===== config.mk =====
export PLATFORM = sky130hd
export DESIGN_NAME = lsu_subword_ctrl
export DESIGN_NICKNAME = d
export VERILOG_FILES = /design/src/rtl/lsu_pkg.sv /design/src/rtl/lsu_byte_lane.sv /design/src/rtl/lsu_subword_ctrl.sv
export SDC_FILE = /design/constraint.sdc
export NUM_CORES = 1
export LEC_CHECK = 0
export CELL_PAD_IN_SITES_DETAIL_PLACEMENT = 1
export CELL_PAD_IN_SITES_GLOBAL_PLACEMENT = 2
export CORE_MARGIN = 10
export CORE_UTILIZATION = 28
export DETAILED_ROUTE_END_ITERATION = 16
export PLACE_DENSITY_LB_ADDON = 0.1
export SYNTH_ARGS = -nofsm -noshare
export SYNTH_HDL_FRONTEND = slang
export SYNTH_SLANG_ARGS = --single-unit

===== constraint.sdc =====
create_clock -name clk_i -period 3.5 [get_ports clk_i]
set_clock_uncertainty 0.2 [all_clocks]
set_input_delay 0.7 -clock clk_i [delete_from_list [all_inputs] [get_ports clk_i]]
set_output_delay 0.7 -clock clk_i [all_outputs]
set_load 0.05 [all_outputs]

===== src/rtl/lsu_pkg.sv =====
// Shared types and helpers for the sub-word load/store sequencer in front of the word-only LSU.
package lsu_pkg;

    typedef enum logic [2:0] {
        OP_B  = 3'b000,
        OP_H  = 3'b001,
        OP_W  = 3'b010,
        OP_BU = 3'b100,
        OP_HU = 3'b101
    } mem_op_e;

    typedef logic [1:0] state_e;
    localparam state_e IDLE  = 2'd0;
    localparam state_e READ  = 2'd1;
    localparam state_e WRITE = 2'd2;
    localparam state_e RESP  = 2'd3;

    // Flags misaligned halves/words, unknown funct3 codes, and unsigned variants used as stores.
    function automatic logic misalign(input logic we, input logic [2:0] op, input logic [1:0] addr_lo);
        logic bad_s;
        bad_s = 1'b1;
        case (op)
            OP_B:    bad_s = 1'b0;
            OP_H:    bad_s = addr_lo[0];
            OP_W:    bad_s = (addr_lo != 2'b00);
            OP_BU:   bad_s = we;
            OP_HU:   bad_s = we | addr_lo[0];
            default: bad_s = 1'b1;
        endcase
        return bad_s;
    endfunction

endpackage


===== src/rtl/lsu_byte_lane.sv =====
// Combinational byte-lane logic: store merge into a read word and load extract with sign/zero extension.
module lsu_byte_lane
    import lsu_pkg::*;
(
    input  logic [31:0] word,
    input  logic [31:0] wdata,
    input  logic [2:0]  op,
    input  logic [1:0]  addr_lo,
    output logic [31:0] st_word,
    output logic [31:0] ld_word
);

    logic [7:0]  byte_s;
    logic [15:0] half_s;

    assign byte_s = word[{addr_lo, 3'b000} +: 8];
    assign half_s = word[{addr_lo[1], 4'b0000} +: 16];

    // Store merge: replace the addressed byte or half of the old word, or take the full store word.
    always_comb begin
        st_word = wdata;
        case (op[1:0])
            2'b00: begin
                st_word = word;
                st_word[{addr_lo, 3'b000} +: 8] = wdata[7:0];
            end
            2'b01: begin
                st_word = word;
                st_word[{addr_lo[1], 4'b0000} +: 16] = wdata[15:0];
            end
            default: st_word = wdata;
        endcase
    end

    // Load extract: select the addressed lane and extend it to a full word.
    always_comb begin
        ld_word = word;
        case (op)
            OP_B:    ld_word = {{24{byte_s[7]}}, byte_s};
            OP_BU:   ld_word = {24'h000000, byte_s};
            OP_H:    ld_word = {{16{half_s[15]}}, half_s};
            OP_HU:   ld_word = {16'h0000, half_s};
            default: ld_word = word;
        endcase
    end

endmodule


===== src/rtl/lsu_subword_ctrl.sv =====
// MEM-stage sequencer that turns byte/half/word loads and stores into word-only LSU reads and
// full-word writes, using read-modify-write for SB/SH and flagging misaligned or illegal requests.
module lsu_subword_ctrl
    import lsu_pkg::*;
#(
    parameter int ADDR_W = 32,
    parameter int DATA_W = 32
) (
    input  logic              clk_i,
    input  logic              rst_ni,
    input  logic              req_valid_i,
    output logic              req_ready_o,
    input  logic              req_we_i,
    input  logic [2:0]        req_op_i,
    input  logic [ADDR_W-1:0] req_addr_i,
    input  logic [DATA_W-1:0] req_wdata_i,
    output logic              rsp_valid_o,
    output logic [DATA_W-1:0] rsp_rdata_o,
    output logic              rsp_err_o,
    output logic              busy_o,
    output logic [ADDR_W-1:0] lsu_addr_o,
    output logic              lsu_st_en_o,
    output logic [DATA_W-1:0] lsu_st_data_o,
    input  logic [DATA_W-1:0] lsu_ld_data_i
);

    state_e            state_q;
    state_e            state_d;
    logic              we_q;
    logic [2:0]        op_q;
    logic [ADDR_W-1:0] addr_q;
    logic [DATA_W-1:0] wdata_q;
    logic [DATA_W-1:0] word_q;
    logic              err_q;

    logic              accept_s;
    logic              bad_s;
    logic [DATA_W-1:0] st_word_s;
    logic [DATA_W-1:0] ld_word_s;

    assign accept_s = req_valid_i & (state_q == IDLE);
    assign bad_s    = misalign(req_we_i, req_op_i, req_addr_i[1:0]);

    lsu_byte_lane u_lane (
        .word    (word_q),
        .wdata   (wdata_q),
        .op      (op_q),
        .addr_lo (addr_q[1:0]),
        .st_word (st_word_s),
        .ld_word (ld_word_s)
    );

    // Next-state decode; SB/SH need the old word first, SW goes straight to the write.
    always_comb begin
        state_d = state_q;
        case (state_q)
            IDLE: begin
                if (accept_s) begin
                    if (bad_s) begin
                        state_d = RESP;
                    end else if (!req_we_i || (req_op_i[1:0] != 2'b10)) begin
                        state_d = READ;
                    end else begin
                        state_d = WRITE;
                    end
                end else begin
                    state_d = IDLE;
                end
            end
            READ: begin
                if (we_q) begin
                    state_d = WRITE;
                end else begin
                    state_d = RESP;
                end
            end
            WRITE:   state_d = RESP;
            RESP:    state_d = IDLE;
            default: state_d = IDLE;
        endcase
    end

    // State, request capture on accept, and old-word capture during READ.
    always_ff @(posedge clk_i or negedge rst_ni) begin
        if (!rst_ni) begin
            state_q <= IDLE;
            we_q    <= 1'b0;
            op_q    <= 3'b000;
            addr_q  <= {ADDR_W{1'b0}};
            wdata_q <= {DATA_W{1'b0}};
            word_q  <= {DATA_W{1'b0}};
            err_q   <= 1'b0;
        end else begin
            state_q <= state_d;
            if (accept_s) begin
                we_q    <= req_we_i;
                op_q    <= req_op_i;
                addr_q  <= req_addr_i;
                wdata_q <= req_wdata_i;
                err_q   <= bad_s;
            end
            if (state_q == READ) begin
                word_q <= lsu_ld_data_i;
            end
        end
    end

    // Outputs decoded only from registered state so a reset clears them immediately.
    always_comb begin
        req_ready_o = (state_q == IDLE);
        busy_o      = (state_q != IDLE);
        lsu_addr_o  = {addr_q[ADDR_W-1:2], 2'b00};
        rsp_valid_o = (state_q == RESP);
        rsp_err_o   = (state_q == RESP) & err_q;
        if (state_q == WRITE) begin
            lsu_st_en_o   = 1'b1;
            lsu_st_data_o = st_word_s;
        end else begin
            lsu_st_en_o   = 1'b0;
            lsu_st_data_o = {DATA_W{1'b0}};
        end
        if ((state_q == RESP) && !err_q && !we_q) begin
            rsp_rdata_o = ld_word_s;
        end else begin
            rsp_rdata_o = {DATA_W{1'b0}};
        end
    end

endmodule


==> summary.md, run 1 <==
| Metric | Value |
|---|---|
| Outcome | finished clean |
| Setup crit start | state_q[0] |
| Register area share after synthesis | 0.4062 |
| Final hold vios | 0 |
| Slew @ Worst Pin | 766.2 ps |
| Maximum vdd ir drop | roughly 0.41 mV |
| Vias in the first global route | 6368 |
| R2R depth | 5 |
| Area added between synthesis and finish | 50.68% |
| Most common flop cell mapped by yosys | dfrtp_1 |
| Ant. Diodes | 0 |
| First-pass GRT wire length | 39.39 mm |
| Startpoint Class | flop |
| Worst r2r src | state_q[0] |
| Slew headroom | 0.4879 |
| Input/output buffers | 201 |
| Synthesized cell area | between 0.006 and 0.007 mm2 |
| CP max FO | 14 |
| Simple-gate share of the synthesized area | 0.1029 |
| Synth cell types | 50 |
| DIE AREA | 0.02908 mm2 |
| Wl on met1 | 10.70 mm |
| Vias | 5583 |
| Detail Route Antenna Nets | 0 |
| Cell Count Post-Placement | 1047 |
| # DRC | 0 |
| Share of cells above drive strength 1 | 0.3072 |
| Met2 wire len | 12.63 mm |
| Most frequent cells in the layout | clkdlybuf4s50_1 (136), dfrtp_1 (100), mux2_2 (92), buf_12 (66), nand2_1 (57) |
| Power density cells | 1074 mW/mm2 |
| DRT Wirelength | 25.82 mm |
| Critical Path RT | 2600 ps |
| HP Class | in -> async |
| Post-layout nets | 885 |
| Via density | roughly 5.3 |
| FF-to-FF End | wdata_q[13] |
| All-Layer GR Usage | 0.1769 |
| Clock latency reported for the late side of the worst-skew pair | 360 ps |
| First DRT Iteration DRCs | around 180 |
| Synthesized instance count | 615 |
| Largest family of logic cells by synthesized area | compound AO/OA/AOI/OAI gates |
| Max cap viols | 0 |
| Xor/xnor share of the synthesized area | 0 |
| Core Region | 0.02243 mm2 |
| Max H-tree Level | 3 |
| Max-slew violations | 0 |
| Clock root cell | clkbuf_16 |
| Post-synth ARST share | 1.000 |
| I/O pin cnt | roughly 200 |
| Die X-Extent | 170.5 um |
| Post-Synth Adder-Cell Area | 0.01775 |
| Worst-path clk slew | around 80 ps |
| Post-route insts no fill | 1063 |
| Worst R2R Setup Slack | 1290 ps |
| CP Capture Type | output pin |
| Post-synth EDFFs | 0 |
| Tmin final | 3411 ps |
| Yosys warns | 0 |
| Hold-fix buffers, CTS | 0 |
| CTS sink cnt | 103 |
| Total grt overflow | 0 |
| Clock Tree Buf Depth | 2 |
| Max Used Layer | met5 |
| Flops & latches, synth | 103 |
| Pre-antenna DRT Iters | 4 |
| Setup TNS | 0 ps |
| CTS Buf Count | 9 |
| Critical Path AT | 2510 ps |
| GP Congestion | 0.8477 |
| Compound-Gate Fraction of Synth Area | 0.1937 |
| Post-DP HPWL | 20.11 mm |
| Most common cell after layout, fill and taps aside | clkdlybuf4s50_1 |
| CP Class | reg -> out |
| WL/cell | approximately 24 um |
| Mapped Avg Cell Area | 10.32 um2 |
| Worst Setup EP | rsp_rdata_o[13] |
| Leakage Power | 3.727 nW |
| RSZ-0062 raised after global routing | true |
| CTS tree | yes |
| Starting Density | 0.2828 |
| Core Rows | 55 |
| Initial antenna violation count | 1 |
| Multiplexer area fraction after synthesis | 0.1869 |
| WL met3 | 2.108 mm |
| Period utilization | 0.9745 |
| Final setup viols | 0 |
| Die Ht | between 150 and 200 um |
| Fmax achieved | 0.2932 GHz |
| Largest net degree at the start of global routing | 55 |
==> logic make-up after synthesis <==
| logic type | count (synthesis) |
|---|---|
| other cells | 1 |
| mux | 107 |
| compound gates | 168 |
| buf+inv | 106 |
| fa+ha+maj | 9 |
| simple gates | 121 |
| flops | 103 |
==> what timing repair did <==
item / in CTS / in global routing
endpoints found under the hold margin: 0 / 0
buffers inserted: 0 / 0
gates resized for setup: 2 / 4
setup endpoints to repair: 7 / 33
==> power by group <==
part | internal, mW | switching, mW | total, mW
sequential | 1.81 | 0.793 | 2.60
combinational | 2.80 | 3.84 | 6.64
clock | 0.506 | 0.517 | 1.02
total | 5.12 | 5.15 | 10.3
==> state kept, by name, summed over array words and instances, names as in the netlist <==
register and count:
word_q 32, addr_q 32, wdata_q 32, we_q 1, err_q 1, op_q 3, state_q 2
==> worst min path at each step <==
stage	startpoint	endpoint	slack, ps	depth (start not counted)
6_report	rst_ni	word_q[10]	50	1
5_1_grt	rst_ni	word_q[10]	80	1
4_1_cts	rst_ni	word_q[10]	70	1
3_5_place_dp	addr_q[2]	addr_q[2]	300	1
3_3_place_gp	addr_q[23]	addr_q[23]	290	1
2_1_floorplan	rst_ni	addr_q[0]	200	0
==> cell usage after synthesis, types with 2 or more instances <==
master | number | area (um2)
dfrtp_1 | 103 | 2577
mux2_2 | 92 | 1036
nand2_1 | 59 | 221.5
buf_4 | 39 | 292.8
o21ai_0 | 34 | 170.2
clkbuf_1 | 24 | 90.09
inv_1 | 23 | 86.33
o211ai_1 | 18 | 135.1
a2111oi_0 | 17 | 148.9
a31oi_1 | 16 | 100.1
a21oi_1 | 15 | 75.07
a2bb2oi_1 | 15 | 131.4
mux2i_1 | 15 | 150.1
buf_2 | 13 | 65.06
ha_1 | 9 | 112.6
nand4_1 | 9 | 56.30
a32oi_1 | 8 | 70.07
and2_1 | 8 | 50.05
nand3_1 | 8 | 40.04
or3_1 | 8 | 50.05
a221oi_1 | 7 | 61.31
o211a_1 | 7 | 70.07
o22ai_1 | 7 | 43.79
o32ai_1 | 7 | 61.31
a211oi_1 | 6 | 45.04
nor2b_1 | 6 | 37.54
nand2b_1 | 5 | 31.28
a2111oi_1 | 4 | 40.04
nor2_1 | 4 | 15.01
buf_1 | 3 | 11.26
buf_6 | 3 | 33.78
nor3_1 | 2 | 10.01
nor3b_2 | 2 | 25.02
nor4bb_1 | 2 | 20.02
o31ai_1 | 2 | 15.01
==> through the flow <==
| step | utilization | hold slack [ps] | area (um2) | power [mW] | setup WS [ps] |
|---|---|---|---|---|---|
| after floorplan | - | 204.4 | 6492 | 6.779 | -523.8 |
| after global placement | 0.4123 | 287.0 | 9249 | 9.194 | 346.5 |
| after detailed placement | 0.4123 | 295.9 | 9249 | 9.306 | 280.1 |
| after CTS | 0.4257 | 68.00 | 9550 | 10.38 | 24.18 |
| after global routing | 0.4262 | 78.23 | 9560 | 10.88 | -39.79 |
| final | 0.4262 | 50.10 | 9560 | 10.27 | 89.18 |
==> layer usage <==
| metal | global-route usage | up-vias |
|---|---|---|
| li1 | - | 2576 |
| met1 | 0.2100 | 2809 |
| met2 | 0.2966 | 170 |
| met3 | 0.06521 | 26 |
| met4 | 0.04272 | 2 |
| met5 | 0 | - |
==> layout make-up <==
cell class	instances	area [um2]
clock buffers	10	229.0
clock inverters	6	65.06
fillers	2402	12870
inverters	24	91.34
multi-input cells	407	3359
flip-flops and latches	103	2581
well taps	285	356.6
repair buffers	228	2878
==> critical path: stages (launching register included) <==
cell and delay, ps:
dfrtp_1 380, ha_1 270, nand2_1 420, a2111oi_1 860, buf_12 220
Power figures use the tool's default switching activity.
==> run 2, diff against run 1 <==
--- a/config.mk
+++ b/config.mk
@@ -5,11 +5,13 @@
 export SDC_FILE = /design/constraint.sdc
 export NUM_CORES = 1
 export LEC_CHECK = 0
+export CAP_MARGIN = 40
 export CELL_PAD_IN_SITES_DETAIL_PLACEMENT = 1
 export CELL_PAD_IN_SITES_GLOBAL_PLACEMENT = 2
 export CORE_MARGIN = 10
 export CORE_UTILIZATION = 28
 export DETAILED_ROUTE_END_ITERATION = 16
+export HOLD_SLACK_MARGIN = 0.15
 export PLACE_DENSITY_LB_ADDON = 0.1
 export SYNTH_ARGS = -nofsm -noshare
 export SYNTH_HDL_FRONTEND = slang
==> summary.md, run 2 (synthesis gave the netlist of run 1 again) <==
| Metric | Value |
|---|---|
| Outcome | finished clean (unchanged) |
| Vias in the first global route | 6371 (was 6368) |
| Most frequent cells in the layout | clkdlybuf4s50_1 (136), dfrtp_1 (100), mux2_2 (92), buf_12 (66), nand2_1 (57) (unchanged) |
| Maximum vdd ir drop | 0.4088 mV (about the same) |
| Post-layout nets | 886 (was 885) |
| Share of cells above drive strength 1 | 0.3068 (was 0.3072) |
| Post-route cell area | 0.009570 mm2 (was 0.009560 mm2) |
| Initial antenna violation count | 1 (unchanged) |
| Clock Tree Buf Depth | 2 (unchanged) |
| First-pass GRT wire length | 39.41 mm (was 39.39 mm) |
| # DRC | 0 (unchanged) |
| Input/output buffers | 201 (unchanged) |
| Final setup viols | 0 (unchanged) |
| Period utilization | 0.9695 (was 0.9745) |
| Layout fillers | 2401 (was 2402) |
| Die Ht | 170.5 um (unchanged) |
| Place WS | 280.1 ps (unchanged) |
| Leakage Power | 3.731 nW (was 3.727 nW) |
| Clock latency reported for the late side of the worst-skew pair | 360 ps (about the same) |
| Worst-path clk slew | 80 ps (about the same) |
| CTS Buf Count | 9 (unchanged) |
| Via density | 5.230 (was 5.252) |
| Ant. Diodes | 0 (unchanged) |
| Tmin final | 3393 ps (was 3411 ps) |
| GP Congestion | 0.8477 (unchanged) |
| Fmax achieved | 0.2947 GHz (was 0.2932 GHz) |
| RSZ-0062 raised after global routing | true (unchanged) |
| Setup TNS | 0 ps (unchanged) |
| Most common cell after layout, fill and taps aside | clkdlybuf4s50_1 (unchanged) |
| Area added between synthesis and finish | 50.84% (was 50.68%) |
| All-Layer GR Usage | 0.1770 (was 0.1769) |
| Max-slew violations | 0 (unchanged) |
| Startpoint Class | flop (unchanged) |
| CTS tree | yes (unchanged) |
| Final hold vios | 0 (unchanged) |
| Fin util | 0.4266 (was 0.4262) |
| Worst setup margin | 106.7 ps (was 89.18 ps) |
| Core Rows | 55 (unchanged) |
| Core Region | 0.02243 mm2 (unchanged) |
| Critical Path RT | 2600 ps (about the same) |
| Pre-antenna DRT Iters | 4 (unchanged) |
| DIE AREA | 0.02908 mm2 (unchanged) |
| CP max FO | 14 (unchanged) |
| First DRT Iteration DRCs | 196 (was 184) |
| Die X-Extent | 170.5 um (unchanged) |
| Vias | 5565 (was 5583) |
| DP Area | 0.009249 mm2 (unchanged) |
| WL/cell | 24.19 um (was 24.29 um) |
| Total grt overflow | 0 (unchanged) |
| Post-DP HPWL | 20.11 mm (unchanged) |
| CP Class | reg -> out (unchanged) |
| Top flop regs | addr_q x32, wdata_q x32, word_q x32 (unchanged) |
| Critical Path AT | 2490 ps (was 2510 ps) |
| Clock root cell | clkbuf_16 (unchanged) |
| HP Class | reg -> reg (was in -> async) |
| DRT Wirelength | 25.73 mm (was 25.82 mm) |
| CP Capture Type | output pin (unchanged) |
| Max H-tree Level | 3 (unchanged) |
| CTS sink cnt | 103 (unchanged) |
| Slew headroom | 0.4979 (was 0.4879) |
| Starting Density | 0.2828 (unchanged) |
| Largest net degree at the start of global routing | 55 (unchanged) |
| Detail Route Antenna Nets | 0 (unchanged) |
| I/O pin cnt | 204 (unchanged) |
| Max cap viols | 0 (unchanged) |
| Slew @ Worst Pin | 751.2 ps (was 766.2 ps) |
| Power density cells | 1071 mW/mm2 (was 1074 mW/mm2) |
==> run 2: cell types whose count changed in the layout (fill, tap and decap cells not counted) <==
cell	delta
dlygate4sd3_1	+1
==> run 2: per-stage QoR <==
step	total power, mW	hold WS [ps]	cells
6_report	10.25	310.2	1064
5_1_grt	10.88	318.7	1064
4_1_cts	10.38	315.8	1064
3_5_place_dp	9.306	295.9	1047
3_3_place_gp	9.194	287.0	1047
2_1_floorplan	6.779	204.4	616
==> run 2: path summary, 6_finish.rpt <==
path,from,endpoint,cells past startpoint,slack (ps)
setup / recovery,state_q[0],rsp_rdata_o[13],4,110
hold / removal,addr_q[14],addr_q[14],1,310
setup reg to reg,state_q[0],wdata_q[13],5,1290
hold reg to reg,addr_q[14],addr_q[14],1,310
max in group asynchronous,rst_ni,word_q[21],3,1760
min in group asynchronous,rst_ni,word_q[30],2,600
==> run 2: cell type report <==
type	instances	area, um2	area share
Sequential cell	103	2581	0.2697
Clock buffer	10	229.0	0.02392
Timing Repair Buffer	229	2888	0.3017
Inverter	24	91.34	0.009544
Clock inverter	6	65.06	0.006798
Multi-Input combinational cell	407	3359	0.3510
Tap cell	285	356.6	0.03726
==> run 2: report_power, final <==
group          leakage (nW)  internal (mW)  switching [mW]
combinational          2.37           2.81            3.83
clock                 0.144          0.506           0.514
sequential             1.22           1.81           0.788
total                  3.73           5.12            5.14
==> run 2: worst max-delay path: stages, from the launching register on <==
cell	delay, ps
dfrtp_1	380
ha_1	270
nand2_1	420
a2111oi_1	840
buf_12	220
==> run 2: routing by layer <==
| metal | share of wire | global-route usage | vias to the layer above |
|---|---|---|---|
| met1 | 0.41 | 0.2101 | 2800 |
| li1 | - | - | 2575 |
| met5 | 0.00031 | 0 | - |
| met4 | 0.014 | 0.04272 | 2 |
| met3 | 0.081 | 0.06521 | 23 |
| met2 | 0.49 | 0.2966 | 165 |
==> run 2: timing repair <==
item,4_1_cts,5_1_grt
buffers inserted,0,0
hold endpoints to repair,22,0
setup endpoints to repair,7,33
resized for setup,2,4
gates cloned,0,0
hold buffers,1,0
==> run 3, diff against run 2 <==
--- a/config.mk
+++ b/config.mk
@@ -10,6 +10,7 @@
 export CELL_PAD_IN_SITES_GLOBAL_PLACEMENT = 2
 export CORE_MARGIN = 10
 export CORE_UTILIZATION = 28
+export CTS_CLUSTER_DIAMETER = 50
 export DETAILED_ROUTE_END_ITERATION = 16
 export HOLD_SLACK_MARGIN = 0.15
 export PLACE_DENSITY_LB_ADDON = 0.1
==> results of run 3 <==
The final DEF is identical to that of run 2; final timing and power are the same.
